==> config.mk <==
export PLATFORM = sky130hd
export DESIGN_NAME = carryskip_add_sched
export DESIGN_NICKNAME = d
export VERILOG_FILES = /design/src/rtl/carryskip_pkg.sv /design/src/rtl/carryskip_rr_arb2.sv /design/src/rtl/carryskip_add_sched.sv
export SDC_FILE = /design/constraint.sdc
export NUM_CORES = 1
export LEC_CHECK = 0
export BUFFER_PORTS_ARGS = -buffer_cell sky130_fd_sc_hd__buf_4
export CAP_MARGIN = 0
export CELL_PAD_IN_SITES_DETAIL_PLACEMENT = 0
export CELL_PAD_IN_SITES_GLOBAL_PLACEMENT = 2
export CORE_UTILIZATION = 27
export DETAILED_ROUTE_END_ITERATION = 8
export PLACE_DENSITY = 0.74
export SLEW_MARGIN = 20
export SYNTH_ARGS = -nofsm -noshare
export SYNTH_HDL_FRONTEND = slang
export SYNTH_SLANG_ARGS = --single-unit
==> constraint.sdc <==
create_clock -name clk -period 2.1 [get_ports clk]
set_clock_uncertainty 0.1 [all_clocks]
set_input_delay 0.63 -clock clk [delete_from_list [all_inputs] [get_ports clk]]
set_output_delay 0.63 -clock clk [all_outputs]
set_load 0.02 [all_outputs]
==> src/rtl/carryskip_pkg.sv <==
// Shared types and constants for the byte-serial add scheduler: FSM states,
// the shared adder's byte width and the signed-overflow helper.
package carryskip_pkg;

    localparam int BYTE_W = 8;
    // Byte index width covers NBYTES up to 4
    localparam int IDX_W  = 2;

    typedef enum logic [1:0] {
        IDLE = 2'd0,
        RUN  = 2'd1,
        DONE = 2'd2
    } state_t;

    // Carry into the MSB is recovered from the MSB sum bit and its operands
    function automatic logic ovf_bit(
        input logic a_msb,
        input logic b_msb,
        input logic sum_msb,
        input logic cout
    );
        return (a_msb ^ b_msb ^ sum_msb) ^ cout;
    endfunction

endpackage

==> src/rtl/carryskip_rr_arb2.sv <==
// Two-way round-robin grant, purely combinational (0 cycles); grants only when
// i_en is high, the requester that was not served last wins a tie.
module carryskip_rr_arb2 (
    input  logic i_en,
    input  logic i_req0,
    input  logic i_req1,
    input  logic i_last_grant,
    output logic o_gnt0,
    output logic o_gnt1,
    output logic o_gnt_id
);

    logic w_pick1;

    always_comb begin
        w_pick1  = (i_req0 && i_req1) ? ~i_last_grant : i_req1;
        o_gnt0   = i_en && i_req0 && !w_pick1;
        o_gnt1   = i_en && i_req1 && w_pick1;
        o_gnt_id = w_pick1;
    end

endmodule

==> src/rtl/carryskip_add_sched.sv <==
// Serialises W-bit adds from two requesters through one external 8-bit adder, one byte per cycle; result valid NBYTES cycles after accept and held until rsp_ready.
// Optional signed-overflow output rsp_ovf is built when CARRYSKIP_ADD_SCHED_OVF_EN is defined.
module carryskip_add_sched
    import carryskip_pkg::*;
#(
    parameter  int NBYTES = 2,
    localparam int W      = BYTE_W * NBYTES
) (
    input  logic              clk,
    input  logic              rst,
    input  logic              req0_valid,
    output logic              req0_ready,
    input  logic [W-1:0]      req0_a,
    input  logic [W-1:0]      req0_b,
    input  logic              req1_valid,
    output logic              req1_ready,
    input  logic [W-1:0]      req1_a,
    input  logic [W-1:0]      req1_b,
    output logic [BYTE_W-1:0] add_a,
    output logic [BYTE_W-1:0] add_b,
    output logic              add_cin,
    input  logic [BYTE_W-1:0] add_sum,
    input  logic              add_cout,
    output logic              rsp_valid,
    input  logic              rsp_ready,
    output logic [W-1:0]      rsp_sum,
    output logic              rsp_cout,
    output logic              rsp_id,
    output logic              busy
`ifdef CARRYSKIP_ADD_SCHED_OVF_EN
    ,
    output logic              rsp_ovf
`endif
);

    state_t             r_state;
    logic [IDX_W-1:0]   r_idx;
    logic               r_carry;
    logic               r_last_grant;
    logic [W-1:0]       r_a;
    logic [W-1:0]       r_b;
    logic [W-1:0]       r_sum;
    logic               r_cout;
    logic               r_id;
    logic               r_rsp_valid;
`ifdef CARRYSKIP_ADD_SCHED_OVF_EN
    logic               r_ovf;
`endif

    logic               w_arb_en;
    logic               w_gnt0;
    logic               w_gnt1;
    logic               w_gnt_id;
    logic               w_accept;
    logic               w_run;
    logic               w_last_byte;
    logic [BYTE_W-1:0]  w_a_byte;
    logic [BYTE_W-1:0]  w_b_byte;

    // Readies must stay low while reset is held, even though the state reads IDLE
    assign w_arb_en = (r_state == IDLE) && !rst;

    carryskip_rr_arb2 u_arb (
        .i_en         (w_arb_en),
        .i_req0       (req0_valid),
        .i_req1       (req1_valid),
        .i_last_grant (r_last_grant),
        .o_gnt0       (w_gnt0),
        .o_gnt1       (w_gnt1),
        .o_gnt_id     (w_gnt_id)
    );

    assign req0_ready  = w_gnt0;
    assign req1_ready  = w_gnt1;
    assign w_accept    = w_gnt0 || w_gnt1;
    assign w_run       = (r_state == RUN);
    assign w_last_byte = (r_idx == IDX_W'(NBYTES - 1));

    always_comb begin
        w_a_byte = '0;
        w_b_byte = '0;
        for (int i = 0; i < NBYTES; i++) begin
            if (r_idx == IDX_W'(i)) begin
                w_a_byte = r_a[i*BYTE_W +: BYTE_W];
                w_b_byte = r_b[i*BYTE_W +: BYTE_W];
            end
        end
    end

    assign add_a   = w_run ? w_a_byte : '0;
    assign add_b   = w_run ? w_b_byte : '0;
    assign add_cin = w_run && r_carry;

    always_ff @(posedge clk or posedge rst) begin
        if (rst) begin
            r_state      <= IDLE;
            r_idx        <= '0;
            r_carry      <= 1'b0;
            r_last_grant <= 1'b1;
            r_a          <= '0;
            r_b          <= '0;
            r_sum        <= '0;
            r_cout       <= 1'b0;
            r_id         <= 1'b0;
            r_rsp_valid  <= 1'b0;
`ifdef CARRYSKIP_ADD_SCHED_OVF_EN
            r_ovf        <= 1'b0;
`endif
        end else begin
            case (r_state)
                IDLE: begin
                    if (w_accept) begin
                        r_a     <= w_gnt0 ? req0_a : req1_a;
                        r_b     <= w_gnt0 ? req0_b : req1_b;
                        r_id    <= w_gnt_id;
                        r_idx   <= '0;
                        r_carry <= 1'b0;
                        r_state <= RUN;
                    end
                end
                RUN: begin
                    for (int i = 0; i < NBYTES; i++) begin
                        if (r_idx == IDX_W'(i)) begin
                            r_sum[i*BYTE_W +: BYTE_W] <= add_sum;
                        end
                    end
                    r_carry <= add_cout;
                    r_idx   <= r_idx + IDX_W'(1);
                    if (w_last_byte) begin
                        r_cout      <= add_cout;
                        r_rsp_valid <= 1'b1;
                        r_state     <= DONE;
`ifdef CARRYSKIP_ADD_SCHED_OVF_EN
                        r_ovf       <= ovf_bit(add_a[BYTE_W-1], add_b[BYTE_W-1],
                                               add_sum[BYTE_W-1], add_cout);
`endif
                    end
                end
                DONE: begin
                    if (rsp_ready) begin
                        r_rsp_valid  <= 1'b0;
                        r_last_grant <= r_id;
                        r_state      <= IDLE;
                    end
                end
                default: begin
                    r_state <= IDLE;
                end
            endcase
        end
    end

    assign rsp_valid = r_rsp_valid;
    assign rsp_sum   = r_sum;
    assign rsp_cout  = r_cout;
    assign rsp_id    = r_id;
    assign busy      = (r_state != IDLE);
`ifdef CARRYSKIP_ADD_SCHED_OVF_EN
    assign rsp_ovf   = r_ovf;
`endif

endmodule

==> results by group <==
Global route
  • Total GRT Usage: 17.9%
  • First-pass GRT wire length: about 16000 um
  • Initial antenna violation count: 0
  • Pin count of the biggest net entering global routing: just under 60
  • Total congestion overflow: 0
  • Vias in the first global route: approximately 3000

STA
  • Max Clock Freq: 0.412 GHz
  • Least-Margin Pin Slew: about 0.53 ns
  • Final hold vios: 0
  • Final worst setup slack: -0.325 ns
  • Final setup viols: 18
  • WHS: ~0.4 ns
  • Final min period: 2.42 ns
  • Unrepaired setup endpoints after global routing: yes
  • Slew Limit Fails: 0
  • Rel. slew slack: 64.8%
  • Period Utilization, post-route: 115%

Synthesis
  • Post-synthesis sequential area ratio: 45.9%
  • Largest family of logic cells by synthesized area: compound AO/OA/AOI/OAI gates
  • Mapped Nets: between 300 and 400
  • Synth top area cells: dfrtp_1 45%, o31ai_2 8.5%, mux2_2 6.5%
  • Area share of the largest cell type after synthesis: between 40% and 50%
  • Seq cells post-synth: 57
  • Avg Inst Size Synth: around 10 um^2
  • Yosys top cell by area: dfrtp_1
  • Compound-Gate Fraction of Synth Area: between 20% and 30%
  • Async SR Flop Fraction: 100%
  • Most frequent cell after synthesis: dfrtp_1
  • Distinct cells, synth: 31
  • Post-synthesis cell count: about 300
  • Synth warn: 0
  • Number of synthesized flops with an enable pin: 0
  • Post-synthesis adder-cell area fraction: less than 1%
  • Top FF cell, synth: dfrtp_1
  • Simple-Gate Fraction of Synth Area: a little over a tenth
  • Post-synthesis mux area share: 6.52%
  • Commonest cells in the netlist: 56 x dfrtp_1, 35 x a21oi_1, 32 x a31oi_1, 32 x nand4_1, 21 x o31ai_2
  • Mapped cell area: 0.00311 mm^2
  • Synth Area in XOR/XNOR: 0%

Critical path
  • Crit path max fanout: 8
  • CP top delay family: buffers and inverters
  • Crit path required time: around 1.4 ns
  • Slowest stage delay, CP: roughly 0.4 ns
  • WP buf/inv: 3
  • CP Cell Sequence: ha_2, buf_4, nor2_4, buf_12, a22o_1, buf_6
  • CP Class: flop to primary output
  • Crit Reg-Reg Endpoint: r_a[3]
  • WP data arrival: 1.69 ns
  • R2R Setup Slk: roughly 0.14 ns
  • Startpoint Class: flop
  • Endpoint class of the critical path: primary output
  • RR Startpoint: r_state[1]
  • R2R cell count: 8
  • CP max stage cell: dfrtp_1

Pwr
  • Int Pwr: around 0.0047 W
  • Net Sw Power: between 0.002 and 0.003 W
  • Worst vdd ir: around 0.58 mV
  • Clk pwr share: a little over a fifth
  • Leakage Power: between 2 and 2.5 nW
  • Design Power: ~0.0076 W
  • Switching share of power: 37.7%
  • Reg power frac: approximately 27%
  • Pwr Density: 1560 mW/mm^2
  • Comb power frac: around 52%

Floorplanning
  • # rows: 38
  • Die area: 0.0119 mm^2
  • Die X: 109 um
  • Die height: around 110 um
  • I/O pin count: around 120
  • Initial cell density of the core: 28.2%
  • Core ar.: ~0.011 mm^2

Drt
  • DR pass1 iterations: 5
  • DR vias/cell: approximately 5.3
  • 1st-iter DRT viols: 150
  • Residual DRC: 0
  • Post-Route WL: approximately 11000 um
  • ANT nets after route: 0
  • DR vias: 2970
  • Routed len/inst: between 15 and 20 um

Clock tree
  • Worst-Skew Late Latency: approximately 0.32 ns
  • CTS H-tree lvls: 3
  • Clock sinks: 57
  • Clock Pin Slew Worst Setup and Hold Paths: approximately 0.050 ns
  • Clock Tree Root: clkbuf_16
  • Cts hold-fix bufs: 0
  • TritonCTS Buffers: 9
  • TritonCTS clock tree: done
  • CTS Buffer Depth: 2

Outcome
  • Status: finished with violations
  • Failing checks: negative setup slack

Worst hold path
  • Hold Path Stages: 1
  • Hold path endpoint: rsp_sum[4]
  • Hold Startpoint: rsp_sum[4]
  • Hold Crit Class: flop to flop

Place
  • IO Port Bufs: 116
  • Hpwl dp: 6770 um
  • Placer Congestion: about 0.72
  • Place WS: -0.129 ns

Finish
  • Area Overhead vs Synth: 55.9%
  • # diodes: 0
  • Final #Nets: between 400 and 500
  • Share of layout cells above drive strength 1: between 50 and 60%

Flow run
  • Total of max-cap violations: 0
## per-stage QoR
step	util (%)	TNS [ns]	cell area (um^2)	instances
after floorplan	-	-1.10	3250	297
after global placement	39.1	-1.27	4320	537
after detailed placement	39.1	-1.98	4320	537
after CTS	43.3	-5.46	4780	559
after global routing	43.9	-7.20	4850	562
final	43.9	-5.21	4850	562
## kinds of logic (layout without fill, tap and decap cells)
logic type / after synthesis / after routing
fa+ha+maj: 2 / 2
flops: 57 / 57
buf+inv: 43 / 168
mux: 18 / 18
simple gates: 55 / 55
compound gates: 122 / 122
## metal layers
| metal | up-vias | track usage, % | routed length (um) |
|---|---|---|---|
| li1 | 1402 | - | - |
| met1 | 1461 | 24.1 | 4840 |
| met2 | 100 | 29.5 | 4990 |
| met3 | 7 | 3.26 | 603 |
| met4 | 0 | 5.14 | 68 |
| met5 | - | 0 | 0 |
## sequential cells by signal, indices dropped and copies added (netlist names)
name,cells
r_a,16
r_b,16
rsp_sum,16
r_idx,2
r_state,2
r_carry,1
r_last_grant,1
rsp_cout,1
rsp_id,1
rsp_valid,1
## worst max-delay path by stage
| stage | end | depth (start not counted) | startpoint | slack [ns] |
|---|---|---|---|---|
| final | add_a[2] | 6 | r_idx[0] | -0.32 |
| after global routing | add_a[3] | 7 | r_idx[0] | -0.45 |
| after CTS | add_a[2] | 7 | r_idx[0] | -0.36 |
| after detailed placement | req0_ready | 4 | rst | -0.13 |
| after global placement | req0_ready | 4 | rst | -0.12 |
| after floorplan | req0_ready | 4 | rst | -0.07 |
## cell usage in the layout (no fill, tap or decap), types with 2 or more instances in the layout
cell / netlist / routed
o31ai_2: 21 / 21
nand2b_1: 2 / 2
buf_6: 4 / 22
dfrtp_1: 56 / 55
nand4_1: 32 / 32
o31ai_1: 12 / 12
clkbuf_16: 0 / 10
clkbuf_8: 0 / 3
o21ai_0: 4 / 4
a22o_4: 0 / 10
a22o_1: 16 / 6
buf_12: 0 / 5
nand3b_1: 2 / 2
inv_1: 5 / 2
and2_1: 3 / 2
a31oi_1: 32 / 32
nand2_1: 6 / 5
nor3_4: 0 / 2
mux2_2: 18 / 18
inv_2: 0 / 2
buf_4: 1 / 119
nor2_1: 2 / 2
a21oi_1: 35 / 34
bufinv_16: 0 / 2
clkbuf_1: 16 / 2
## power groups by stage
stage	Sequential, W	Combinational, W	Clock, W
finish	0.00205	0.00390	0.00161
global route	0.00212	0.00420	0.00170
CTS	0.00204	0.00381	0.00165
detailed placement	0.00206	0.00354	0
global placement	0.00205	0.00351	0
floorplan	0.00218	0.00210	0
## what timing repair did
item / in CTS / in global routing
resized for setup: 24 / 10
pin swaps: 4 / 10
hold endpoints to repair: 0 / 0
endpoints found under the setup margin: 19 / 35
setup buffers: 6 / 3
cloned: 0 / 1
## area by class of cell
type                            instances  area (um^2)
Timing Repair Buffer                  147         1270
Multi-Input combinational cell        197         1620
Clock buffer                           14          274
Tap cell                              140          175
Inverter                                5         22.5
Clock inverter                          2         60.1
Fill cell                            1073         6180
Sequential cell                        57         1430
Note: power is estimated with default switching activity, not from simulation.
